File: src/rtl/hello_scroll_ctrl.sv
// hello_scroll_ctrl
// Sequencing controller for the six-position HELLO rotating display. Owns the
// 3-bit rotation select feeding the six 6-to-1 character muxes. In RUN the
// select advances on a programmable prescaled tick; in PAUSE it advances once
// per rising edge of step. load_en forces a direct position load.
//
// Ports
//   CLOCK_50  in   system clock, rising edge
//   resetn    in   asynchronous active-low reset
//   run       in   1 = RUN, 0 = PAUSE (async, synchronized here)
//   dir       in   0 = forward (increment), 1 = reverse (decrement) (async)
//   step      in   single-step request, rising edge acts in PAUSE only (async)
//   speed     in   prescaler period = TICK_DIV >> speed cycles (async)
//   load_en   in   while high, sel is forced to load_val (async)
//   load_val  in   position to load; 6 and 7 load 0 (async)
//   sel       out  rotation position 0..5
//   tick      out  one-cycle pulse on every advance
//   wrap      out  one-cycle pulse with tick on 5->0 (fwd) or 0->5 (rev)
//   running   out  1 in RUN state
module hello_scroll_ctrl #(
  parameter int unsigned TICK_DIV = 50000000
) (
  input  logic       CLOCK_50,
  input  logic       resetn,
  input  logic       run,
  input  logic       dir,
  input  logic       step,
  input  logic [1:0] speed,
  input  logic       load_en,
  input  logic [2:0] load_val,
  output logic [2:0] sel,
  output logic       tick,
  output logic       wrap,
  output logic       running
);

  // pcnt never exceeds TICK_DIV-1
  localparam int PW = (TICK_DIV > 1) ? $clog2(TICK_DIV) : 1;

  typedef struct packed {
    logic       run;
    logic       dir;
    logic       step;
    logic [1:0] speed;
    logic       load_en;
    logic [2:0] load_val;
  } ctl_t;

  typedef enum logic {PAUSE = 1'b0, RUN = 1'b1} state_t;

  ctl_t          ctl_raw, ctl_m_q, ctl_s_q;
  logic          step_d_q;
  logic [1:0]    speed_d_q;
  state_t        state_q, state_d;
  logic [PW-1:0] pcnt_q, pcnt_d;
  logic [2:0]    sel_q, sel_d;
  logic          tick_q, tick_d;
  logic          wrap_q, wrap_d;

  logic [31:0]   period;
  logic          last, step_pulse, spd_chg, advance;
  logic [2:0]    nxt_pos, load_pos;

  assign ctl_raw = '{run: run, dir: dir, step: step, speed: speed,
                     load_en: load_en, load_val: load_val};

  // 2-flop synchronizers for every async control, plus one more stage on
  // step (edge detect) and speed (change detect)
  always_ff @(posedge CLOCK_50 or negedge resetn) begin
    if (!resetn) begin
      ctl_m_q   <= '0;
      ctl_s_q   <= '0;
      step_d_q  <= 1'b0;
      speed_d_q <= 2'd0;
    end else begin
      ctl_m_q   <= ctl_raw;
      ctl_s_q   <= ctl_m_q;
      step_d_q  <= ctl_s_q.step;
      speed_d_q <= ctl_s_q.speed;
    end
  end

  // FSM: state register
  always_ff @(posedge CLOCK_50 or negedge resetn) begin
    if (!resetn) state_q <= PAUSE;
    else         state_q <= state_d;
  end

  // FSM: next state
  always_comb begin
    state_d = state_q;
    case (state_q)
      PAUSE:   if (ctl_s_q.run)  state_d = RUN;
      RUN:     if (!ctl_s_q.run) state_d = PAUSE;
      default: state_d = PAUSE;
    endcase
  end

  // FSM: outputs
  always_comb begin
    running = (state_q == RUN);
    sel     = sel_q;
    tick    = tick_q;
    wrap    = wrap_q;
  end

  // Datapath: prescaler, advance and load
  always_comb begin
    period = TICK_DIV >> ctl_s_q.speed;
    if (period == 32'd0) period = 32'd1;   // tiny TICK_DIV at high speed
    last       = (32'(pcnt_q) == period - 32'd1);
    step_pulse = ctl_s_q.step & ~step_d_q;
    spd_chg    = (ctl_s_q.speed != speed_d_q);

    // load dominates; a speed change restarts the period without advancing
    advance = 1'b0;
    if (!ctl_s_q.load_en) begin
      if (state_q == RUN) advance = last & ~spd_chg;
      else                advance = step_pulse;
    end

    pcnt_d = '0;
    if (state_q == RUN && !ctl_s_q.load_en && !spd_chg && !last)
      pcnt_d = pcnt_q + PW'(1);

    if (ctl_s_q.dir) nxt_pos = (sel_q == 3'd0) ? 3'd5 : sel_q - 3'd1;
    else             nxt_pos = (sel_q == 3'd5) ? 3'd0 : sel_q + 3'd1;

    load_pos = (ctl_s_q.load_val > 3'd5) ? 3'd0 : ctl_s_q.load_val;

    sel_d = sel_q;
    if (ctl_s_q.load_en) sel_d = load_pos;
    else if (advance)    sel_d = nxt_pos;

    tick_d = advance;
    wrap_d = advance & (ctl_s_q.dir ? (sel_q == 3'd0) : (sel_q == 3'd5));
  end

  always_ff @(posedge CLOCK_50 or negedge resetn) begin
    if (!resetn) begin
      pcnt_q <= '0;
      sel_q  <= 3'd0;
      tick_q <= 1'b0;
      wrap_q <= 1'b0;
    end else begin
      pcnt_q <= pcnt_d;
      sel_q  <= sel_d;
      tick_q <= tick_d;
      wrap_q <= wrap_d;
    end
  end

endmodule

File: config.mk
export PLATFORM = sky130hd
export DESIGN_NAME = hello_scroll_ctrl
export DESIGN_NICKNAME = d
export VERILOG_FILES = /design/src/rtl/hello_scroll_ctrl.sv
export SDC_FILE = /design/constraint.sdc
export NUM_CORES = 1
export LEC_CHECK = 0
export CORE_AREA = 2 2 81 83
export CTS_CLUSTER_DIAMETER = 60
export CTS_CLUSTER_SIZE = 12
export DETAILED_ROUTE_END_ITERATION = 6
export DIE_AREA = 0 0 83 85
export PLACE_DENSITY = 0.56
export SETUP_SLACK_MARGIN = 0.3
export SYNTH_ARGS = -nofsm -noshare
export SYNTH_HDL_FRONTEND = slang
export SYNTH_SLANG_ARGS = --single-unit
File: constraint.sdc
create_clock -name CLOCK_50 -period 6.73 [get_ports CLOCK_50]
set_input_delay 0.673 -clock CLOCK_50 [delete_from_list [all_inputs] [get_ports CLOCK_50]]
set_output_delay 0.673 -clock CLOCK_50 [all_outputs]
set_load 0.03 [all_outputs]
---- Yosys cells after proc, flatten, opt, wreduce, memory -nomap -nowiden ----
Index checks and enable logic that the tools add are counted.
word-level totals
  register bits after elaboration ......... 53
  input port bits ......................... 11
  output and inout bits ................... 6
  word-level logic and storage cells ...... 54
operators by class
  add/sub/neg operators ................... 4
  order comparisons ....................... 1
  eq/ne operators ......................... 3
  shifts and indexed selects .............. 1
  multiplexer cells ....................... 12
  bitwise gates (word level) .............. 5
  reductions and logical operators ........ 9
operators with widths
  kind                                                                  count
  26-bit by 32-bit == test with 1-bit output                            1
  32-bit logical NOT                                                    1
  32-bit 2-to-1 mux                                                     1
  26-bit by 2-bit right shift with 32-bit output, first input constant  1
  32-bit by 1-bit subtractor with 32-bit output, second input constant  1
  26-bit by 1-bit adder with 26-bit output, second input constant       1
  26-bit 2-to-1 mux                                                     1
  3-bit 2-to-1 mux                                                      6
  1-bit 2-to-1 mux                                                      4
  3-bit by 1-bit adder with 3-bit output, second input constant         1
  1-bit AND                                                             3
  3-bit == test, second input constant                                  1
  3-bit > comparator, second input constant                             1
  1-bit logical AND                                                     3
  1-bit logical NOT                                                     3
  3-bit logical NOT                                                     1
  3-bit by 1-bit subtractor with 3-bit output, second input constant    1
  2-bit != test                                                         1
  1-bit inverter                                                        2
  2-bit nonzero test                                                    1

---- Depth between registers and ports, before layout ----
  depth after elaboration ................. 10
  gate-level depth with buffers ........... 9
  mapped depth without buffers ............ 8

---- Worst setup path before layout ----
No wires, ideal clock.
  path kind ............................... flip-flop to flip-flop
  start point ............................. register ctl_s_q[5] in the netlist's numbering
  end point ............................... register sel_q[2], in the netlist sel[2]
  library setup time ...................... 124 ps
  data arrival time ....................... 2016 ps
  required time ........................... 6606 ps
  slack ................................... 4590 ps
  stages on the path, launching flop included .. 10
  path buffers ............................ 1
  period minus slack after synthesis ...... 2140 ps
  cells stage by stage .................... dfrtp_1 > buf_4 > nand2_1 > ha_1 > xnor2_1 > nor4b_1 > nand4b_1 > o21ai_2 > nor2_1 > o31a_1
on the way
  longest elaborated chain between the ends .. 9
  elaborated cells between the ends (all ways) .. 11
  those cells by class .................... add/sub (1); eq/ne (2); shift (1); mux (3); bitwise (2); reduce/logical (2)
RTL lines
  element                                         RTL line  text
  from (decl)                                     51        ctl_t ctl_raw, ctl_m_q, ctl_s_q;
  from (signal assigned)                          77        ctl_s_q <= ctl_m_q;
  26-bit by 2-bit right shift with 32-bit output  109       period = TICK_DIV >> ctl_s_q.speed;
  32-bit logical NOT                              110       if (period == 32'd0) period = 32'd1;
  32-bit 2-to-1 mux                               110
  32-bit by 1-bit subtractor with 32-bit output   111       last = (32'(pcnt_q) == period - 32'd1);
  26-bit by 32-bit == test with 1-bit output      111
  1-bit AND (*)                                   118       if (state_q == RUN) advance = last & ~spd_chg;
  1-bit 2-to-1 mux (*)                            118
  1-bit 2-to-1 mux (*)                            117       if (!ctl_s_q.load_en) begin
  2-bit nonzero test (no line) (*)                n/a
  to (signal assigned)                            147       sel_q <= sel_d;
  to (decl)                                       56        logic [2:0] sel_q, sel_d;
Mark *: on every way between the ends. The rest lies on a longest branch, timed or not.
A chain may end at the register's enable or synchronous reset.

---- Worst setup path in the final report ----
  start point ............................. register ctl_s_q[5] in the netlist's numbering
  end point ............................... register pcnt_q[12]
on the way
  longest elaborated chain between the ends .. 8
  elaborated cells between the ends (all ways) .. 11
  those cells by class .................... add/sub (1); eq/ne (2); shift (1); mux (2); reduce/logical (5)
RTL lines
  element                                         RTL line  text
  26-bit by 2-bit right shift with 32-bit output  109
  32-bit logical NOT                              110
  32-bit 2-to-1 mux                               110
  32-bit by 1-bit subtractor with 32-bit output   111
  26-bit by 32-bit == test with 1-bit output      111
  1-bit logical NOT                               123       if (state_q == RUN && !ctl_s_q.load_en && !spd_chg && !last)
  1-bit logical AND (*)                           123
  26-bit 2-to-1 mux (*)                           123
  via pcnt_d[12]                                  55        logic [PW-1:0] pcnt_q, pcnt_d;
  to (signal assigned)                            146       pcnt_q <= pcnt_d;
  to (decl)                                       55
The timed path passes the listed nets; every way through them passes the cells marked *.

==> metrics.cfg <==
[synthesis]
ys_types = 46
synth_largest_area_cell = dfrtp_1
synth_commonest_cells = dfrtp_1 (53), nor2_1 (36), nand2_1 (17)
synth_nets = 239
async_flop_share = 1.00
avgSynthCellArea_um2 = 10.7
synth_area_leaders = dfrtp_1 (55%), xor2_1 (5.8%), nor2_1 (5.6%)
synthFlopType = dfrtp_1
ys_warn_count = 0
synth_edf_count = 0
syn-instance-count = 225
netlist_area_um2 = 2410
ys_ff_latch = 53
synth_top_area_share = 0.550
yosysMostFrequentCell = dfrtp_1
seq_area_frac_synth = 0.550

[pwr]
p_int_mw = 0.420
power_switching_mw = 0.133
seq_power_share = 0.608
sw_frac_of_total = 0.240
vdd_drop_max_v = 0.000114
power_density_nw_per_um2 = 204
comb_power_share = 0.076
p_clk_frac = 0.316
total_power_mw = 0.552
leakage_nw = 1.09

[drt]
num_vias = 1570
drc = 0
drt_pass1_iterations = 4
detail-route-antenna-nets = 0
wire_per_inst_um = 13.2
drt_iter0_drc = 69
via_per_inst = 4.91
routed_wl_mm = 4.21

[global_routing]
grt_overflow = 0
antenna_found_initial = 0
grt_max_degree = 54
grt_pass1_wl_mm = 7.42
grt_pass1_vias = 1549
grtUsageTotal = 0.130

[clock_tree]
cts_tree = built
cts_sinks = 53
cts_buffers = 5
cts_root_buf = clkbuf_8
clk_latency_ps = 300
post_cts_buffers = 0
cts.repair.resized = 0
clk_path_buf_depth = 2
cts_hold_buffers = 0
clk_pin_slew_ps = 90
htreeDepth = 2

[die]
io_pins = 17
die_x_um = 83
core_region_area_um2 = 6200
fp.dieArea_um2 = 7060
start_util = 0.389
fp-row-count = 29
die_y_um = 85

[layout]
stdcell_count = 320
diodes = 0
finalInstanceArea_um2 = 2710
area_delta_synth_final_pct = 12.4
layout.nets = 256
layout-drive-gt1-share = 0.0617

[worst_hold_path]
hold_end = ctl_s_q[6]
hold_depth = 0
hp-start = ctl_m_q[6]
worstHoldPathType = reg -> reg

[timing]
rsz0062_at_grt = no
post-route-period-util = 0.429
fmax_mhz = 347
finalMaxSlewViolations = 0
whs_ps = 353
tightest_slew_ps = 1090
worst_slew_margin_rel = 0.271
tns_ps = 0
hold_viol = 0
period_needed_ps = 2880
setup_viol = 0
fin_skew_ps = 5.44

[worst_setup_path]
path_max_fanout = 26
endpoint_kind = register
cp_data_required_time_ps = 6880
r2r-start = ctl_s_q[5]
ff2ff_setup_slack_ps = 3850
worstPathArrival_ps = 3030
critPathLaunch = ctl_s_q[5]
startpoint_type = register
path_class = reg -> reg
reg2regPathDepth = 7
r2r_end = pcnt_q[12]

[placement]
globalplace.congestion = 0.755
io_buffers = 16
dp_cells = 312
post-dp-hpwl_mm = 2.84
place_area_um2 = 2620

[outcome]
status = complete, no violations

[flow_run]
max_cap_violations = 0

==> cell usage in the layout, fill, tap and decap left out, types with 7 or more instances in the layout <==
master           instances
nor2_1                  36
nand2_1                 17
clkdlybuf4s50_1         15
inv_1                    7
xnor2_1                 11
dfrtp_1                 53
xor2_1                  16
nand3_1                 11
==> state kept, by name (all words and copies together), names as in the netlist <==
| signal | count |
|---|---|
| ctl_m_q | 9 |
| ctl_s_q | 9 |
| pcnt_q | 26 |
| running | 1 |
| sel | 3 |
| speed_d_q | 2 |
| step_d_q | 1 |
| tick | 1 |
| wrap | 1 |
==> through the flow <==
stage          utilization  worst slack (ps)
5_1_grt              0.437              3560
2_1_floorplan            -              4590
3_5_place_dp         0.423              3820
6_report             0.437              3850
3_3_place_gp         0.423              3850
4_1_cts              0.437              3790
==> cells by family (layout without fill, tap and decap cells) <==
kind of cell | after synthesis | in the layout | share of synthesized area
AND/OR/NAND/NOR | 100 | 100 | 0.219
flip-flops | 53 | 53 | 0.550
XOR/XNOR | 27 | 27 | 0.0981
AO/OA/AOI/OAI | 22 | 22 | 0.0612
buffers and inverters | 14 | 32 | 0.0306
multiplexers | 6 | 6 | 0.0254
adder cells (fa/ha/maj) | 3 | 3 | 0.0156
==> routing by layer <==
layer / wire [µm] / vias to the layer above / track usage
met2: 1910 / 11 / 0.197
met4: 58 / 0 / 0.0447
met5: 0 / - / 0
li1: - / 796 / -
met3: 87 / 4 / 0.0243
met1: 2160 / 759 / 0.188
==> cell type report <==
| type | count | area, µm² |
|---|---|---|
| Inverter | 7 | 26.3 |
| Clock buffer | 6 | 72.6 |
| Timing Repair Buffer | 17 | 163 |
| Sequential cell | 53 | 1330 |
| Tap cell | 77 | 96.3 |
| Multi-Input combinational cell | 158 | 1010 |
| Clock inverter | 2 | 15.0 |
| Fill cell | 585 | 3490 |
==> power groups by stage <==
stage               Sequential (mW)  Combinational [mW]  Clock [mW]
detailed placement            0.342              0.0432           0
floorplan                     0.344              0.0205           0
global placement              0.342              0.0431           0
finish                        0.336              0.0422       0.174
CTS                           0.336              0.0433       0.183
global route                  0.338              0.0478       0.193
==> worst max-delay path by stage <==
stage / end / slack (ps)
2_1_floorplan: sel[2] / 4590
3_3_place_gp: pcnt_q[3] / 3850
3_5_place_dp: pcnt_q[16] / 3820
4_1_cts: pcnt_q[10] / 3790
5_1_grt: pcnt_q[12] / 3560
6_report: pcnt_q[12] / 3850
==> worst max-delay path, cell delays in order (launching register included) <==
cell and delay, ps:
dfrtp_1 630, nand2_1 150, ha_1 330, xnor2_1 130, nor4b_1 290, nand4b_1 190, o21ai_2 870, nor2_1 130
(Power assumes the default switching activity.)
